==> src/rtl/tpu_pkg.sv <==
// Shared definitions for the systolic array loader/drain controllers.
package tpu_pkg;

  typedef enum logic [1:0] {
    IDLE    = 2'd0,
    CAPTURE = 2'd1,
    SHIFT   = 2'd2,
    DONE    = 2'd3
  } state_t;

  // Write pointer must reach n itself to flag a full row.
  function automatic int unsigned ptr_w(input int unsigned n);
    return $clog2(n + 1);
  endfunction

  // Index into 0..n-1, never narrower than one bit.
  function automatic int unsigned idx_w(input int unsigned n);
    return (n > 1) ? $clog2(n) : 1;
  endfunction

endpackage

==> src/rtl/row_capture_buf.sv <==
// One row of the result buffer: N words written in arrival order, read by index.
module row_capture_buf
  import tpu_pkg::*;
#(
  parameter int unsigned N     = 2,
  parameter int unsigned ACC_W = 16
) (
  input  logic                         clk,
  input  logic                         rst,
  input  logic                         clr,
  input  logic                         wr,
  input  logic [ACC_W-1:0]             data,
  input  logic [idx_w(N)-1:0]          rd_idx,
  output logic [ACC_W-1:0]             rd_word_c,
  output logic                         full_c,
  output logic                         ovf_c
);

  localparam int unsigned PTR_W = ptr_w(N);
  localparam int unsigned IDX_W = idx_w(N);

  logic [PTR_W-1:0] wp;
  logic [ACC_W-1:0] mem [N];

  assign full_c    = (wp == PTR_W'(N));
  assign ovf_c     = wr && full_c;
  assign rd_word_c = mem[rd_idx];

  // Writes beyond the Nth word are dropped; the top turns ovf_c into err.
  always_ff @(posedge clk or posedge rst) begin
    if (rst) begin
      wp <= '0;
      for (int i = 0; i < int'(N); i++) mem[i] <= '0;
    end else if (clr) begin
      wp <= '0;
    end else if (wr && !full_c) begin
      mem[IDX_W'(wp)] <= data;
      wp              <= wp + PTR_W'(1);
    end
  end

endmodule

==> src/rtl/output_control.sv <==
// Drain side of the systolic array: capture the skewed N x N result matrix,
// then stream it out row-major, LSB first, under a valid/ready handshake.
module output_control
  import tpu_pkg::*;
#(
  parameter int unsigned D_W   = 8,
  parameter int unsigned N     = 2,
  parameter int unsigned ACC_W = 16
) (
  input  logic               clk,
  input  logic               rst,
  input  logic               start,
  input  logic [N*ACC_W-1:0] in_data,
  input  logic [N-1:0]       in_valid,
  input  logic               out_ready,
  output logic               out_bit,
  output logic               out_valid,
  output logic               out_last,
  output logic               busy,
  output logic               done,
  output logic               err
);

  localparam int unsigned IDX_W = idx_w(N);
  localparam int unsigned BIT_W = idx_w(ACC_W);
  localparam logic [IDX_W-1:0] LAST_IDX = IDX_W'(N - 1);
  localparam logic [BIT_W-1:0] LAST_BIT = BIT_W'(ACC_W - 1);

  if (N < 2 || D_W == 0) begin : g_param_check
    $error("output_control: N must be >= 2 and D_W nonzero");
  end

  state_t           state;
  logic [IDX_W-1:0] row, col, nxt_row, nxt_col;
  logic [BIT_W-1:0] bit_cnt;
  logic [ACC_W-1:0] shreg;
  logic [ACC_W-1:0] rd_words [N];
  logic [N-1:0]     full, ovf;
  logic [ACC_W-1:0] load_word_c;
  logic             load_last_c, step_last_c;

  for (genvar r = 0; r < int'(N); r++) begin : g_row
    row_capture_buf #(.N(N), .ACC_W(ACC_W)) u_buf (
      .clk       (clk),
      .rst       (rst),
      .clr       (start && (state == IDLE)),
      .wr        (in_valid[r] && (state == CAPTURE)),
      .data      (in_data[r*ACC_W +: ACC_W]),
      .rd_idx    (nxt_col),
      .rd_word_c (rd_words[r]),
      .full_c    (full[r]),
      .ovf_c     (ovf[r])
    );
  end

  // Address of the word to load next: word 0 when entering SHIFT, else row-major successor.
  always_comb begin
    nxt_row = '0;
    nxt_col = '0;
    if (state == SHIFT) begin
      nxt_row = row;
      nxt_col = col + IDX_W'(1);
      if (col == LAST_IDX) begin
        nxt_row = row + IDX_W'(1);
        nxt_col = '0;
      end
    end
  end

  assign load_word_c = rd_words[nxt_row];
  assign load_last_c = (nxt_row == LAST_IDX) && (nxt_col == LAST_IDX) && (ACC_W == 1);
  assign step_last_c = (row == LAST_IDX) && (col == LAST_IDX) && (bit_cnt == BIT_W'(ACC_W - 2));
  assign out_bit     = shreg[0];

  always_ff @(posedge clk or posedge rst) begin
    if (rst) begin
      state     <= IDLE;
      row       <= '0;
      col       <= '0;
      bit_cnt   <= '0;
      shreg     <= '0;
      out_valid <= 1'b0;
      out_last  <= 1'b0;
      busy      <= 1'b0;
      done      <= 1'b0;
      err       <= 1'b0;
    end else begin
      done <= 1'b0;
      unique case (state)
        IDLE: begin
          if (start) begin
            state <= CAPTURE;
            busy  <= 1'b1;
            err   <= 1'b0;
          end
        end
        CAPTURE: begin
          if (|ovf) err <= 1'b1;
          if (&full) begin
            state     <= SHIFT;
            shreg     <= load_word_c;
            row       <= '0;
            col       <= '0;
            bit_cnt   <= '0;
            out_valid <= 1'b1;
            out_last  <= load_last_c;
          end
        end
        SHIFT: begin
          if (out_ready) begin
            if (out_last) begin
              state     <= DONE;
              shreg     <= '0;
              row       <= '0;
              col       <= '0;
              bit_cnt   <= '0;
              out_valid <= 1'b0;
              out_last  <= 1'b0;
              busy      <= 1'b0;
              done      <= 1'b1;
            end else if (bit_cnt == LAST_BIT) begin
              bit_cnt  <= '0;
              row      <= nxt_row;
              col      <= nxt_col;
              shreg    <= load_word_c;
              out_last <= load_last_c;
            end else begin
              bit_cnt  <= bit_cnt + BIT_W'(1);
              shreg    <= shreg >> 1;
              out_last <= step_last_c;
            end
          end
        end
        DONE:    state <= IDLE;
        default: state <= IDLE;
      endcase
    end
  end

endmodule

==> config.mk <==
export PLATFORM = sky130hd
export DESIGN_NAME = output_control
export DESIGN_NICKNAME = d
export VERILOG_FILES = /design/src/rtl/tpu_pkg.sv /design/src/rtl/row_capture_buf.sv /design/src/rtl/output_control.sv
export SDC_FILE = /design/constraint.sdc
export NUM_CORES = 1
export LEC_CHECK = 0
export CAP_MARGIN = 20
export CORE_MARGIN = 2
export CORE_UTILIZATION = 45
export CTS_CLUSTER_DIAMETER = 80
export DETAILED_ROUTE_END_ITERATION = 7
export MAX_ROUTING_LAYER = met4
export PLACE_DENSITY = 0.7
export SETUP_SLACK_MARGIN = 0.15
export SKIP_CTS_REPAIR_TIMING = 1
export SLEW_MARGIN = 0
export SYNTH_ARGS = -nofsm -noshare
export SYNTH_HDL_FRONTEND = slang
export SYNTH_SLANG_ARGS = --single-unit
==> constraint.sdc <==
create_clock -name clk -period 3.73 [get_ports clk]
set_input_delay 1.119 -clock clk [delete_from_list [all_inputs] [get_ports clk]]
set_output_delay 1.119 -clock clk [all_outputs]
set_load 0.005 [all_outputs]
==> flow_summary.yaml, run 1 <==
outcome:
  status: "complete, no violations"
cells_and_area:
  fin_area_mm2: 0.00555
  n_antenna_cell: 0
  syn2layout_area_growth_pct: 16.5
  finish.utilization_pct: 53.8
  num-nets-final: 482
  layout-drive-gt1-share_pct: 22.4
setup_path:
  cp.required_ns: 3.98
  cp_slowest_cell: "or3_1"
  regToRegStartpoint: "col"
  start_kind: "input pin"
  crit_arrival_ns: 3.25
  slowest_delay_ns: 0.86
  worstRegToRegCells: 7
  crit_chain: "clkdlybuf4s50_1, and2_1, or3_1, mux2_2"
  crit_path_end_kind: "register"
  r2r_setup_slack_ns: 0.97
  r2r-end: "shreg[2]"
  cp_max_fo: 16
  crit_type: "input pin to register"
die:
  die_h_um: 107
  initial_core_util_pct: 46.2
  row_count: 37
  chipWidth_um: 107
  ios: 44
  core_mm2: 0.0103
  dieArea_mm2: 0.0114
sta:
  layout_setup_ws_ns: 0.721
  fin_skew_ns: 0.00779
  fin_crit_sh_pct: 80.7
  rsz0062_at_grt: "no"
  hold_viol_final: 0
  min_period_ns: 3.01
  max_slew_margin_pct: 30.6
  tightestPinTransition_ns: 1.04
  fmax_mhz: 332
  fin_setup_tns_ns: 0
  finalMaxSlewViolations: 0
  setup_viol: 0
min_path:
  hp-start: "g_row[1].u_buf.mem[25]"
  hp-class: "register to register"
  hold_depth: 1
  hold_end: "g_row[1].u_buf.mem[25]"
grt:
  grt.total_usage_pct: 19.7
  overflow: 0
  grt_max_degree: 51
  grt_pass1_wl_mm: 17.1
  grt_pass1_vias: 3384
  antenna_found_initial: 0
job:
  drv_cap: 0
placement:
  port_buffers: 43
  hpwl_mm: 6.93
  gp_congestion: 0.848
  placed_area_mm2: 0.00533
  dp_slack_ns: 0.314
yosys:
  synth_xor_area_share_pct: 0.551
  synth_top_family_by_area: "multiplexers"
  synth_mux_area_share_pct: 18.6
  synth_ff_type: "dfrtp_1"
  yosys_warnings: 0
  syn-cell-area_mm2: 0.00477
  synthAdderAreaFrac_pct: 2.10
  synth-seq-cells: 97
  postSynthCellCount: 394
  synthArstFlopShare_pct: 100
  ys_seq_area_share_pct: 50.9
  synth_fp_nets: 440
  synth_simple_gate_area_share_pct: 9.98
  synth_compound_area_share_pct: 13.8
  post_synth.cell_area_avg_um2: 12.1
  synth_edf_count: 0
  ys_types: 45
pwr:
  p_per_area_mw_per_mm2: 825
  ir_drop_v: 0.000268
  p_leak_nw: 2.43
detailed_routing:
  avgViaCountPerCell: 5.68
  wl_mm: 10.4
  drtPass1Iterations: 6
  vias: 3277
  ant_nets: 0
  drt_iter0_drc: 158
  drc: 0
  wl_per_cell_um: 17.9
clock_network:
  clock_sinks: 97
  cts_buffer_depth: 2
  cts_made_buffers: 9
  cts_tree: "done"
  cts_max_level: 3
  clock_latency_ns: 0.36
  ctsRootBufferMaster: "clkbuf_8"
  clk_pin_slew_ns: 0.09
cell usage after synthesis (8+ instances only):
cell      count  area share [%]
buf_2         8            0.84
o22ai_1       9             1.2
and2_1       10             1.3
ha_1          8             2.1
a211oi_1     11             1.7
o21ai_0      15             1.6
o221ai_1      8             1.5
nor3_1        8            0.84
nor2_1       26             2.0
mux2i_1       9             1.9
dfrtp_1      97              51
a221o_1      15             3.2
mux2_2       44              10
a21oi_1      13             1.4
mux2_4       20             6.3
inv_1        10            0.79
nand2_1      12            0.95
worst max-delay path: cells and delay by family:
kind          cells  cell delay (ns)
buf+inv           1             0.52
mux               1             0.42
simple gates      2             1.18
cells in the final DEF, fill, tap and decap left out, drive strengths merged, types with 2 or more instances in the layout:
cell type,Yosys,layout
o21ai,15,15
nand2b,3,3
a221o,15,15
a22o,2,2
nor3,10,10
and3,7,7
or3,2,2
nand3b,2,2
clkinvlp,0,3
dfrtp,97,97
mux2i,9,9
o21a,7,7
and2,10,10
a21oi,14,14
inv,10,10
nand3,3,3
nand2,12,12
ha,8,8
clkinv,1,3
bufinv,0,2
mux2,64,64
clkbuf,6,9
o22ai,9,9
nor2,27,27
o221ai,8,8
buf,18,12
a211oi,12,12
and3b,7,7
a31oi,2,2
nand4,3,3
clkdlybuf4s50,0,43
nor2b,3,3
xnor2,2,2
metrics by stage:
step	instances	hold slack (ns)	total power [mW]
after detailed placement	561	0.488	3.84
after global routing	577	0.523	4.90
after global placement	561	0.464	3.73
after floorplan	394	0.451	3.33
final	577	0.505	4.58
after CTS	577	0.510	4.60
where the power goes:
group          switching, mW  internal, mW  total [mW]
clock                  0.371         0.378       0.749
combinational          0.964          1.02        1.99
sequential             0.300          1.55        1.85
total                   1.64          2.94        4.58
registers in the layout, indices dropped and copies added, names as in the netlist:
register,count
g_row.u_buf.mem,64
err,1
bit_cnt,4
row,1
col,1
busy,1
out_last,1
out_valid,1
done,1
g_row.u_buf.wp,4
state,2
shreg,16
final cells by class:
cell class	count	area (um2)
fillers	884	4770
flip-flops and latches	97	2430
multi-input cells	262	2140
repair buffers	55	546
well taps	136	170
clock buffers	9	124
clock inverters	7	93.8
inverters	11	45.0
cells by family after synthesis:
kind of cell / Yosys count
simple gates: 89
compound gates: 89
xor+xnor: 3
mux: 73
buf+inv: 35
flops: 97
fa+ha+maj: 8
per-layer routing:
metal / track usage, % / share of wire (%) / vias up
met3: 2.61 / 4.4 / 17
li1: - / - / 1535
met1: 26.4 / 46 / 1651
met2: 30.6 / 48 / 74
met4: 8.07 / 1.9 / 0
met5: - / 0 / -
how the worst max path moves through the flow:
stage,start,to,slack (ns),cells past startpoint
CTS,start,g_row[0].u_buf.mem[15],0.71,4
finish,start,g_row[0].u_buf.mem[14],0.72,4
global placement,start,g_row[0].u_buf.mem[14],0.40,4
floorplan,start,g_row[0].u_buf.mem[16],1.25,5
global route,start,g_row[0].u_buf.mem[14],0.58,4
detailed placement,start,g_row[0].u_buf.mem[15],0.31,4
Power figures use the tool's default switching activity.
==> run 2: changes to the inputs <==
--- a/config.mk
+++ b/config.mk
@@ -11,7 +11,7 @@
 export CTS_CLUSTER_DIAMETER = 80
 export DETAILED_ROUTE_END_ITERATION = 7
 export MAX_ROUTING_LAYER = met4
-export PLACE_DENSITY = 0.7
+export PLACE_DENSITY = 0.68
 export SETUP_SLACK_MARGIN = 0.15
 export SKIP_CTS_REPAIR_TIMING = 1
 export SLEW_MARGIN = 0
==> constraint.sdc (replaced) <==
create_clock -name clk -period 2.82 [get_ports clk]
set_input_delay 0.846 -clock clk [delete_from_list [all_inputs] [get_ports clk]]
set_output_delay 0.846 -clock clk [all_outputs]
set_load 0.005 [all_outputs]
==> run 2 against run 1 <==
Hold slack lost 0.0057 ns. Via count fell by 1.0%. Clock-buffer cell count is 1 higher. Final cell count rose by 0.52%. Power grew 32%. Die area did not move. Design area increased by 0.43%. Sequential cell count did not move. Non-clock buffer count up 3. Global-route usage is essentially flat. Combinational power increased by 33%. Clock power is 32% higher.
==> flow_summary.yaml, run 2 (synthesized netlist as in run 1, its figures left out) <==
setup_path:
  crit_path_end_kind: "register"
  worstRegToRegCells: 7
  crit_arrival_ns: 2.80
  crit_type: "register to register"
  cp_max_fo: 12
  cp.required_ns: 3.14
  start_kind: "register"
  regToRegStartpoint: "row"
  crit_start: "row"
sta:
  fin_crit_sh_pct: 87.7
  layout_setup_ws_ns: 0.345
  setup_viol: 0
  hold_ws_ns: 0.500
  finalMaxSlewViolations: 0
  tightestPinTransition_ns: 0.640
  fmax_mhz: 404
  max_slew_margin_pct: 57.2
  fin_setup_tns_ns: 0
  hold_viol_final: 0
  min_period_ns: 2.47
  rsz0062_at_grt: "no"
  fin_skew_ns: 0.0115
detailed_routing:
  vias: 3243
  wl_mm: 10.2
  drtPass1Iterations: 4
  wl_per_cell_um: 17.6
  avgViaCountPerCell: 5.59
  drc: 0
  ant_nets: 0
  drt_iter0_drc: 270
cells_and_area:
  regMostFlops: "g_row.u_buf.mem"
  fillers: 868
  final_cells: 580
  num-nets-final: 485
  largest_reg_flops: 64
  n_antenna_cell: 0
  layout_common_cells: "dfrtp_1 (97), mux2_2 (44), clkdlybuf4s50_1 (43), nor2_1 (26), mux2_4 (20)"
  top_regs: "g_row.u_buf.mem (64), shreg (16)"
  mostFrequentLayoutCell: "dfrtp_1"
  finish.utilization_pct: 54.0
  fin_area_mm2: 0.00557
  syn2layout_area_growth_pct: 17.0
  layout-drive-gt1-share_pct: 22.7
job:
  drv_cap: 0
die:
  row_count: 37
  dieArea_mm2: 0.0114
  core_mm2: 0.0103
  chipWidth_um: 107
  initial_core_util_pct: 46.2
  ios: 44
  die_h_um: 107
grt:
  grt_pass1_vias: 3403
  overflow: 0
  grt.total_usage_pct: 19.7
  grt_max_degree: 98
  antenna_found_initial: 0
  grt_pass1_wl_mm: 16.9
clock_network:
  clock_sinks: 97
  cts_tree: "done"
  cts_max_level: 3
  cts_made_buffers: 9
  ctsRootBufferMaster: "clkbuf_8"
  clk_pin_slew_ns: 0.10
  cts_buffer_depth: 2
  clock_latency_ns: 0.38
pwr:
  p_per_area_mw_per_mm2: 1090
  pwr-share-clk_pct: 16.4
  total_power_mw: 6.05
  p_leak_nw: 2.44
  pwr-share-comb_pct: 43.7
  power_frac_seq_pct: 39.9
  netSwitchingPower_mw: 2.15
  ir_drop_v: 0.000429
  power.internal_mw: 3.90
  swShare_pct: 35.5
placement:
  hpwl_mm: 6.63
  dp_slack_ns: 0.205
  port_buffers: 43
  dp_cells: 564
  gp_congestion: 0.808
  placed_area_mm2: 0.00536
min_path:
  hp-class: "register to register"
  hold_depth: 2
  hp-start: "shreg[15]"
outcome:
  status: "complete, no violations"
[run 2: cell types whose count changed in the layout (fill, tap and decap cells not counted)]
| cell | before | now |
|---|---|---|
| clkinv_2 | 2 | 0 |
| clkinvlp_4 | 3 | 4 |
| buf_4 | 10 | 13 |
| clkbuf_1 | 0 | 1 |
[run 2: power groups by stage]
| stage | sequential, mW | combinational (mW) | clock, mW |
|---|---|---|---|
| after floorplan | 2.32 | 2.08 | 0 |
| after global placement | 2.42 | 2.53 | 0 |
| after detailed placement | 2.44 | 2.65 | 0 |
| after CTS | 2.42 | 2.65 | 1.03 |
| after global routing | 2.50 | 2.90 | 1.08 |
| final | 2.41 | 2.64 | 0.992 |
[run 2: per-layer routing]
layer	vias up	share of wire, %	track usage, %
li1	1543	-	-
met1	1610	47	26.4
met2	71	46	29.2
met3	19	4.6	3.89
met4	0	2.1	9.09
met5	-	0	-
[run 2: critical path: stages (launching register included)]
cell and delay, ns:
dfrtp_1 0.41, ha_1 0.31, buf_4 0.19, clkinv_1 0.33, a21oi_2 0.56, o221ai_1 0.26, nor3_1 0.22, a221o_1 0.13
[run 2: worst paths after layout]
check / to / slack [ns]
max: shreg[14] / 0.35
min: shreg[15] / 0.50
max reg2reg: shreg[14] / 0.35
min reg2reg: shreg[15] / 0.50
max in group asynchronous: g_row[0].u_buf.wp[1] / 1.45
min in group asynchronous: g_row[0].u_buf.mem[18] / 0.93
[run 2: layout make-up]
class | instances | area, um2 | share of cell area, %
Clock buffer | 10 | 128 | 2.29
Clock inverter | 6 | 91.3 | 1.64
Inverter | 11 | 45.0 | 0.808
Multi-Input combinational cell | 262 | 2140 | 38.5
Sequential cell | 97 | 2430 | 43.5
Tap cell | 136 | 170 | 3.05
Timing Repair Buffer | 58 | 568 | 10.2
==> run 3: changes to the inputs <==
--- a/config.mk
+++ b/config.mk
@@ -11,7 +11,7 @@
 export CTS_CLUSTER_DIAMETER = 80
 export DETAILED_ROUTE_END_ITERATION = 7
 export MAX_ROUTING_LAYER = met4
-export PLACE_DENSITY = 0.68
+export PLACE_DENSITY = 0.69
 export SETUP_SLACK_MARGIN = 0.15
 export SKIP_CTS_REPAIR_TIMING = 1
 export SLEW_MARGIN = 0
==> run 3 against run 2 <==
Non-clock buffer count is the same. Largest cell class unchanged. Global-route usage shrank 0.49 points. Sequential cell count is the same. Design area shrank 0.16%. Clock power shrank 11%. Wire length shrank 0.40%. Die area is the same. Clock-buffer cell count shrank 1. Via count grew 0.96%. Critical endpoint is now shreg[12]. Hold slack gained 0.0099 ns. Register-to-register slack gained 0.04 ns.
==> flow_summary.yaml, run 3 (synthesized netlist as in run 1, its figures left out) <==
sta:
  fin_setup_tns_ns: 0
  min_period_ns: 2.43
  fin_skew_ns: 0.0163
  layout_setup_ws_ns: 0.390
  fin_crit_sh_pct: 86.2
  tightestPinTransition_ns: 0.522
  hold_viol_final: 0
  setup_viol: 0
  max_slew_margin_pct: 65.2
  rsz0062_at_grt: "no"
  fmax_mhz: 411
  finalMaxSlewViolations: 0
outcome:
  status: "complete, no violations"
cells_and_area:
  syn2layout_area_growth_pct: 16.8
  layout-drive-gt1-share_pct: 23.4
  largest_reg_flops: 64
  n_antenna_cell: 0
  num-nets-final: 485
  top_regs: "g_row.u_buf.mem (64), shreg (16)"
  layout_common_cells: "dfrtp_1 (97), mux2_2 (44), clkdlybuf4s50_1 (43), nor2_1 (26), mux2_4 (20)"
  mostFrequentLayoutCell: "dfrtp_1"
  fillers: 895
  regMostFlops: "g_row.u_buf.mem"
grt:
  antenna_found_initial: 0
  grt_pass1_wl_mm: 16.7
  overflow: 0
  grt.total_usage_pct: 19.3
  grt_pass1_vias: 3446
  grt_max_degree: 98
die:
  ios: 44
  die_h_um: 107
  core_mm2: 0.0103
  chipWidth_um: 107
  dieArea_mm2: 0.0114
  initial_core_util_pct: 46.2
  row_count: 37
detailed_routing:
  drtPass1Iterations: 4
  drt_iter0_drc: 129
  wl_mm: 10.2
  wl_per_cell_um: 17.5
  vias: 3274
  avgViaCountPerCell: 5.64
  drc: 0
  ant_nets: 0
setup_path:
  regToRegStartpoint: "state[0]"
  cp_max_fo: 28
  cp.required_ns: 3.07
  worstRegToRegCells: 8
  crit_path_end_kind: "register"
  crit_type: "register to register"
  crit_arrival_ns: 2.68
  start_kind: "register"
  r2r_setup_slack_ns: 0.39
  r2r-end: "shreg[12]"
clock_network:
  ctsRootBufferMaster: "clkbuf_8"
  cts_made_buffers: 9
  clock_latency_ns: 0.37
  cts_tree: "done"
  clock_sinks: 97
  clk_pin_slew_ns: 0.11
  cts_max_level: 3
  cts_buffer_depth: 2
min_path:
  hold_depth: 1
  hold_end: "shreg[2]"
  hp-start: "shreg[3]"
  hp-class: "register to register"
pwr:
  p_per_area_mw_per_mm2: 1070
  pwr-share-comb_pct: 44.5
  power.internal_mw: 3.76
  p_leak_nw: 2.43
  netSwitchingPower_mw: 2.18
  pwr-share-clk_pct: 14.8
  ir_drop_v: 0.000397
  swShare_pct: 36.7
  power_frac_seq_pct: 40.7
job:
  drv_cap: 0
placement:
  port_buffers: 43
  dp_slack_ns: 0.170
  gp_congestion: 0.826
  hpwl_mm: 6.68
run 3: critical path, cell delays in order (launching register included):
cell     delay, ns
dfrtp_1       0.39
inv_1         0.08
ha_1          0.31
buf_4         0.22
nor2_1        0.25
a211o_1       0.26
buf_4         0.34
o22ai_1       0.16
a221o_1       0.31
run 3: per-layer routing:
metal / global-route usage, % / up-vias / share of wire [%]
li1: - / 1542 / -
met1: 24.5 / 1645 / 47
met2: 30.8 / 71 / 47
met3: 3.77 / 16 / 4.2
met4: 7.05 / 0 / 1.5
met5: - / - / 0
run 3: area by class of cell:
cell class / instances / area (um2) / area share [%]
Timing Repair Buffer: 58 / 581 / 10.4
Multi-Input combinational cell: 262 / 2150 / 38.6
Inverter: 11 / 48.8 / 0.877
Clock inverter: 7 / 67.6 / 1.21
Tap cell: 136 / 170 / 3.06
Sequential cell: 97 / 2430 / 43.6
Clock buffer: 9 / 124 / 2.23
run 3: how the worst max path moves through the flow:
stage / startpoint / end / slack (ns) / cells after the start
after global routing: state[0] / shreg[14] / 0.24 / 8
after global placement: col / shreg[13] / 0.19 / 6
after detailed placement: row / shreg[14] / 0.17 / 6
after floorplan: start / g_row[0].u_buf.mem[16] / 0.61 / 5
final: state[0] / shreg[12] / 0.39 / 8
after CTS: row / shreg[14] / 0.13 / 6
run 3: power by group through the flow:
stage	registers, mW	logic, mW	clock network [mW]
global route	2.49	2.91	0.970
CTS	2.42	2.65	0.913
global placement	2.42	2.55	0
floorplan	2.32	2.08	0
detailed placement	2.44	2.64	0
finish	2.42	2.64	0.882
run 3: metrics by stage:
step | instances | power [mW] | hold WS, ns | utilization [%] | area, um2
global placement | 564 | 4.97 | 0.478 | 52.0 | 5370
CTS | 580 | 5.98 | 0.506 | 53.8 | 5560
detailed placement | 564 | 5.08 | 0.490 | 52.0 | 5370
finish | 580 | 5.95 | 0.510 | 53.9 | 5570
global route | 580 | 6.37 | 0.527 | 53.9 | 5570
floorplan | 394 | 4.40 | 0.451 | - | 4770
